<file path="src/rtl/uart_pkg.sv">
// Shared definitions for the 16x-oversampling UART blocks: receiver state
// encoding and the oversampling tick positions.
package uart_pkg;

  typedef enum logic [2:0] {
    IDLE,
    START,
    DATA,
    PARITY,
    STOP
  } state_e;

  localparam int OVERSAMPLE = 16;
  localparam int TICK_W     = $clog2(OVERSAMPLE);

  localparam logic [TICK_W-1:0] MID_SAMPLE = TICK_W'(7);
  localparam logic [TICK_W-1:0] LAST_TICK  = TICK_W'(OVERSAMPLE - 1);

endpackage

</file>
<file path="src/rtl/uart_sync.sv">
// Multi-flop synchronizer for asynchronous serial lines. Resets to 1 so an
// idle-high line never looks like a start edge coming out of reset.
module uart_sync #(
  parameter int STAGES = 2
) (
  input  logic clk,
  input  logic rst,
  input  logic d_i,
  output logic q_o
);

  logic [STAGES-1:0] sync_q;

  always_ff @(posedge clk or posedge rst) begin
    if (rst) begin
      sync_q <= '1;
    end else begin
      sync_q <= {sync_q[STAGES-2:0], d_i};
    end
  end

  assign q_o = sync_q[STAGES-1];

endmodule

</file>
<file path="src/rtl/uart_rx_16x.sv">
// 16x-oversampling UART receiver with a valid/ready byte output, framing-error
// and overrun flags. Define UART_RX_PARITY_EN to add a parity bit and parity_err.
module uart_rx_16x
  import uart_pkg::*;
#(
  parameter int DATA_BITS   = 8,
  parameter int SYNC_STAGES = 2
`ifdef UART_RX_PARITY_EN
  , parameter bit PARITY_ODD = 1'b0
`endif
) (
  input  logic                 clk,
  input  logic                 rst,
  input  logic                 baud_tick_16x,
  input  logic                 rx,
  output logic [DATA_BITS-1:0] rx_data,
  output logic                 rx_valid,
  input  logic                 rx_ready,
  output logic                 frame_err,
  output logic                 overrun
`ifdef UART_RX_PARITY_EN
  , output logic               parity_err
`endif
);

  localparam int BIT_W = $clog2(DATA_BITS);
  localparam logic [BIT_W-1:0] LAST_BIT = BIT_W'(DATA_BITS - 1);

  logic rx_s;
  logic rx_prev_q;

  state_e                 state_q, state_d;
  logic [TICK_W-1:0]      tick_cnt_q, tick_cnt_d;
  logic [BIT_W-1:0]       bit_cnt_q, bit_cnt_d;
  logic [DATA_BITS-1:0]   shift_q, shift_d;
  logic                   stop_sample;

  logic [DATA_BITS-1:0]   rx_data_q, rx_data_d;
  logic                   rx_valid_q, rx_valid_d;
  logic                   frame_err_q, frame_err_d;
  logic                   overrun_q, overrun_d;
`ifdef UART_RX_PARITY_EN
  logic                   par_bit_q, par_bit_d;
  logic                   parity_err_q, parity_err_d;
`endif

  uart_sync #(.STAGES(SYNC_STAGES)) u_sync (
    .clk (clk),
    .rst (rst),
    .d_i (rx),
    .q_o (rx_s)
  );

  always_ff @(posedge clk or posedge rst) begin
    if (rst) begin
      state_q      <= IDLE;
      tick_cnt_q   <= '0;
      bit_cnt_q    <= '0;
      shift_q      <= '0;
      rx_prev_q    <= 1'b1;
      rx_data_q    <= '0;
      rx_valid_q   <= 1'b0;
      frame_err_q  <= 1'b0;
      overrun_q    <= 1'b0;
`ifdef UART_RX_PARITY_EN
      par_bit_q    <= 1'b0;
      parity_err_q <= 1'b0;
`endif
    end else begin
      state_q      <= state_d;
      tick_cnt_q   <= tick_cnt_d;
      bit_cnt_q    <= bit_cnt_d;
      shift_q      <= shift_d;
      rx_data_q    <= rx_data_d;
      rx_valid_q   <= rx_valid_d;
      frame_err_q  <= frame_err_d;
      overrun_q    <= overrun_d;
`ifdef UART_RX_PARITY_EN
      par_bit_q    <= par_bit_d;
      parity_err_q <= parity_err_d;
`endif
      if (baud_tick_16x) begin
        rx_prev_q <= rx_s;
      end
    end
  end

  // Frame sequencing; every counter moves only on an oversampling tick.
  always_comb begin
    state_d     = state_q;
    tick_cnt_d  = tick_cnt_q;
    bit_cnt_d   = bit_cnt_q;
    shift_d     = shift_q;
    stop_sample = 1'b0;
`ifdef UART_RX_PARITY_EN
    par_bit_d   = par_bit_q;
`endif
    if (baud_tick_16x) begin
      case (state_q)
        IDLE: begin
          if (rx_prev_q && !rx_s) begin
            state_d    = START;
            tick_cnt_d = '0;
          end
        end
        START: begin
          if (tick_cnt_q == MID_SAMPLE) begin
            if (!rx_s) begin
              state_d    = DATA;
              tick_cnt_d = '0;
              bit_cnt_d  = '0;
            end else begin
              state_d = IDLE;
            end
          end else begin
            tick_cnt_d = tick_cnt_q + TICK_W'(1);
          end
        end
        DATA: begin
          tick_cnt_d = tick_cnt_q + TICK_W'(1);
          if (tick_cnt_q == LAST_TICK) begin
            shift_d   = {rx_s, shift_q[DATA_BITS-1:1]};
            bit_cnt_d = bit_cnt_q + BIT_W'(1);
            if (bit_cnt_q == LAST_BIT) begin
`ifdef UART_RX_PARITY_EN
              state_d = PARITY;
`else
              state_d = STOP;
`endif
            end
          end
        end
`ifdef UART_RX_PARITY_EN
        PARITY: begin
          tick_cnt_d = tick_cnt_q + TICK_W'(1);
          if (tick_cnt_q == LAST_TICK) begin
            par_bit_d = rx_s;
            state_d   = STOP;
          end
        end
`endif
        STOP: begin
          tick_cnt_d = tick_cnt_q + TICK_W'(1);
          if (tick_cnt_q == LAST_TICK) begin
            stop_sample = 1'b1;
            state_d     = IDLE;
          end
        end
        default: state_d = IDLE;
      endcase
    end
  end

  // A completed frame replaces the held byte only if the slot is empty or
  // being drained in the same clk; otherwise it is dropped and flagged.
  always_comb begin
    rx_data_d    = rx_data_q;
    rx_valid_d   = rx_valid_q;
    frame_err_d  = frame_err_q;
    overrun_d    = 1'b0;
`ifdef UART_RX_PARITY_EN
    parity_err_d = parity_err_q;
`endif
    if (stop_sample) begin
      if (!rx_valid_q || rx_ready) begin
        rx_data_d    = shift_q;
        rx_valid_d   = 1'b1;
        frame_err_d  = ~rx_s;
`ifdef UART_RX_PARITY_EN
        parity_err_d = (^{shift_q, par_bit_q}) ^ PARITY_ODD;
`endif
      end else begin
        overrun_d = 1'b1;
      end
    end else if (rx_valid_q && rx_ready) begin
      rx_valid_d   = 1'b0;
      frame_err_d  = 1'b0;
`ifdef UART_RX_PARITY_EN
      parity_err_d = 1'b0;
`endif
    end
  end

  assign rx_data    = rx_data_q;
  assign rx_valid   = rx_valid_q;
  assign frame_err  = frame_err_q;
  assign overrun    = overrun_q;
`ifdef UART_RX_PARITY_EN
  assign parity_err = parity_err_q;
`endif

endmodule

</file>
<file path="config.mk">
export PLATFORM = sky130hd
export DESIGN_NAME = uart_rx_16x
export DESIGN_NICKNAME = d
export VERILOG_FILES = /design/src/rtl/uart_pkg.sv /design/src/rtl/uart_sync.sv /design/src/rtl/uart_rx_16x.sv
export SDC_FILE = /design/constraint.sdc
export NUM_CORES = 1
export LEC_CHECK = 0
export ABC_CLOCK_PERIOD_IN_PS = 2130
export CORE_ASPECT_RATIO = 1.4
export CORE_MARGIN = 3
export CORE_UTILIZATION = 50
export CTS_CLUSTER_DIAMETER = 150
export DETAILED_ROUTE_END_ITERATION = 6
export PLACE_DENSITY = 0.82
export RECOVER_POWER = 100
export SYNTH_ARGS = -nofsm -noshare
export SYNTH_HDL_FRONTEND = slang
export SYNTH_HIERARCHICAL = 1
export SYNTH_SLANG_ARGS = --single-unit
</file>
<file path="constraint.sdc">
create_clock -name clk -period 2.13 [get_ports clk]
set_clock_uncertainty 0.2 [all_clocks]
set_input_delay 0.426 -clock clk [delete_from_list [all_inputs] [get_ports clk]]
set_output_delay 0.426 -clock clk [all_outputs]
set_load 0.1 [all_outputs]
</file>
==> metrics <==
outcome finished clean; IO Count 16; htree depth 2; Final Hold Fails 0; clock sink count 32; grt total ovfl 0; Via Count 1086; diode count 0; relative slew slack 0.627; Post-synth EDFFs 0; Placed Area 0.00190 mm²; R2R setup slack 0.08 ns; Top Usage Layer GRT met2; CTS max path bufs 2; initial antenna violation count 0; Iteration-0 DRC Markers 23; Async SR Flop Fraction 1.00; Multi-input gate area 691 µm²; synth unique cells 43; Final HPWL DP 2.33 mm; clock period minus worst slack 2.05 ns; CTS Buf Count 5; fin cells 191; Fillers 240; largest net degree at the start of global routing 23; synth warn 6; synthesized cell area 0.00159 mm²; Fmax achieved 487 MHz; vias in the first global route 1174; vias per cell 5.69; routing usage on met2 0.326; die height 72.8 µm; CTS tree done; antenna viol nets, final 0; #FFs+latches synth 32; Slew @ Worst Pin 0.562 ns; final setup fails 0; Worst Setup Path Type register to register; Pleak 0.000887 µW; Power Total 1910 µW; crit-path max FO 14; Final #Nets 161; Top FF cell, synth dfrtp_1; most frequent cells in the layout dfrtp_1, mux2_2, clkbuf_2; routed len/inst 16.7 µm; hold slack 0.158 ns; setup repair after global routing missed its margin no; Worst-path clk slew 0.07 ns; Root Buffer Master clkbuf_8; IO buf count 15; met1 Use GR 0.231; post-synthesis instance total 128; die area 0.00391 mm²; CTS resizes 0; first-pass GRT wire length 5.52 mm; WL final 3.20 mm; Max-Cap Viols 0; fraction of layout instances using a drive strength above 1 0.351; Skew-Pair Late Insertion Delay 0.28 ns; DP Cell Count 183; final setup margin 0.0782 ns; Row Count 23; design area 0.00184 mm²; post-synthesis sequential area ratio 0.505; crit end category register; CTS Hold Buffers Added 0; met3 Usage GRT 0.0552; syn_area_per_cell 12.5 µm²; Tot GR Track Use 0.199; Max VDD drop 876 µV; die width 53.7 µm; core area 0.00296 mm²; period utilization 0.963; worst min path class register to register; fin. max-slew vios 0; DRC violations left 0; Area Growth Syn to Fin 15.4%; data required time of the critical path 2.09 ns; drt pass-1 iters 4; Setup WS pre-CTS -0.0312 ns; GP Congestion 0.737; Crit path arrival time 2.01 ns; Initial Utilization 0.538; startpoint types register; syn_nets 136; Setup Buffers After CTS 0; pwr dens 1040 mW/mm²; Storage cell area 805 µm²; most common cell after layout, fill and taps aside dfrtp_1
==> critical path: stages, from the launching register on <==
cell	delay, ns
dfrtp_1	0.61
nor3b_1	0.33
and3_1	0.21
clkbuf_4	0.21
mux2_2	0.36
==> final cells by class <==
type | count | share of cell area
inverters | 8 | 0.0163
clock buffers | 7 | 0.0524
flip-flops and latches | 32 | 0.437
repair buffers | 22 | 0.0769
well taps | 37 | 0.0252
clock inverters | 1 | 0.0163
multi-input cells | 84 | 0.376
==> sequential cells by signal, indices dropped and copies added, names as in the netlist <==
register,flops
state_q,3
tick_cnt_q,4
shift_q,8
frame_err,1
overrun,1
bit_cnt_q,3
rx_valid,1
rx_data,8
rx_prev_q,1
u_sync/sync_q,2
==> path summary, 6_finish.rpt <==
check,from,to,cells past startpoint
setup / recovery,state_q[1]$_DFFE_PP0P_,shift_q[7]$_DFFE_PP0P_,4
hold / removal,u_sync/sync_q[0]$_DFF_PP1_,u_sync/sync_q[1]$_DFF_PP1_,0
setup reg to reg,state_q[1]$_DFFE_PP0P_,shift_q[7]$_DFFE_PP0P_,4
hold reg to reg,u_sync/sync_q[0]$_DFF_PP1_,u_sync/sync_q[1]$_DFF_PP1_,0
max in group asynchronous,rst,rx_prev_q$_DFFE_PP1P_,3
min in group asynchronous,rst,shift_q[6]$_DFFE_PP0P_,2
==> per-layer routing <==
layer | routed length, µm | vias to the layer above
li1 | - | 511
met1 | 1310 | 535
met3 | 128 | 11
met2 | 1670 | 29
met5 | 0 | -
met4 | 86 | 0
==> where the power goes <==
group	internal, µW	switching, µW
Sequential	680	91.6
Clock	412	220
Combinational	232	272
Total	1320	584
==> cells in the mapped netlist, types with 2 or more instances <==
| cell type | instances | share of area |
|---|---|---|
| mux2i_1 | 3 | 0.019 |
| nor3b_2 | 2 | 0.016 |
| inv_1 | 8 | 0.019 |
| buf_4 | 2 | 0.0094 |
| dfrtp_1 | 29 | 0.46 |
| dfstp_2 | 3 | 0.049 |
| or3b_1 | 2 | 0.011 |
| o22ai_1 | 2 | 0.0078 |
| a21oi_1 | 4 | 0.013 |
| o31ai_1 | 3 | 0.014 |
| nor3_1 | 2 | 0.0063 |
| nor2_1 | 8 | 0.019 |
| buf_6 | 2 | 0.014 |
| mux2_2 | 16 | 0.11 |
| nand2_1 | 8 | 0.019 |
| mux2_1 | 2 | 0.014 |
| or3_4 | 2 | 0.014 |
| ha_1 | 3 | 0.024 |
| o21ai_0 | 3 | 0.0094 |
==> logic make-up after synthesis <==
| logic type | Yosys count | share of synthesized area |
|---|---|---|
| muxes | 21 | 0.146 |
| xor gates and xnor gates | 1 | 0.00550 |
| AOI/OAI and AO/OA | 21 | 0.109 |
| buffers and inverters | 12 | 0.0424 |
| adders and majority gates | 4 | 0.0298 |
| and+or+nand+nor | 37 | 0.162 |
| DFF | 32 | 0.505 |
==> per-stage QoR <==
stage                     TNS [ns]  utilization
after floorplan                  0            -
after global placement           0        0.642
after detailed placement    -0.174        0.642
after CTS                        0        0.685
after global routing             0        0.621
final                            0        0.621
No activity file was read; power rests on OpenSTA's default activity.
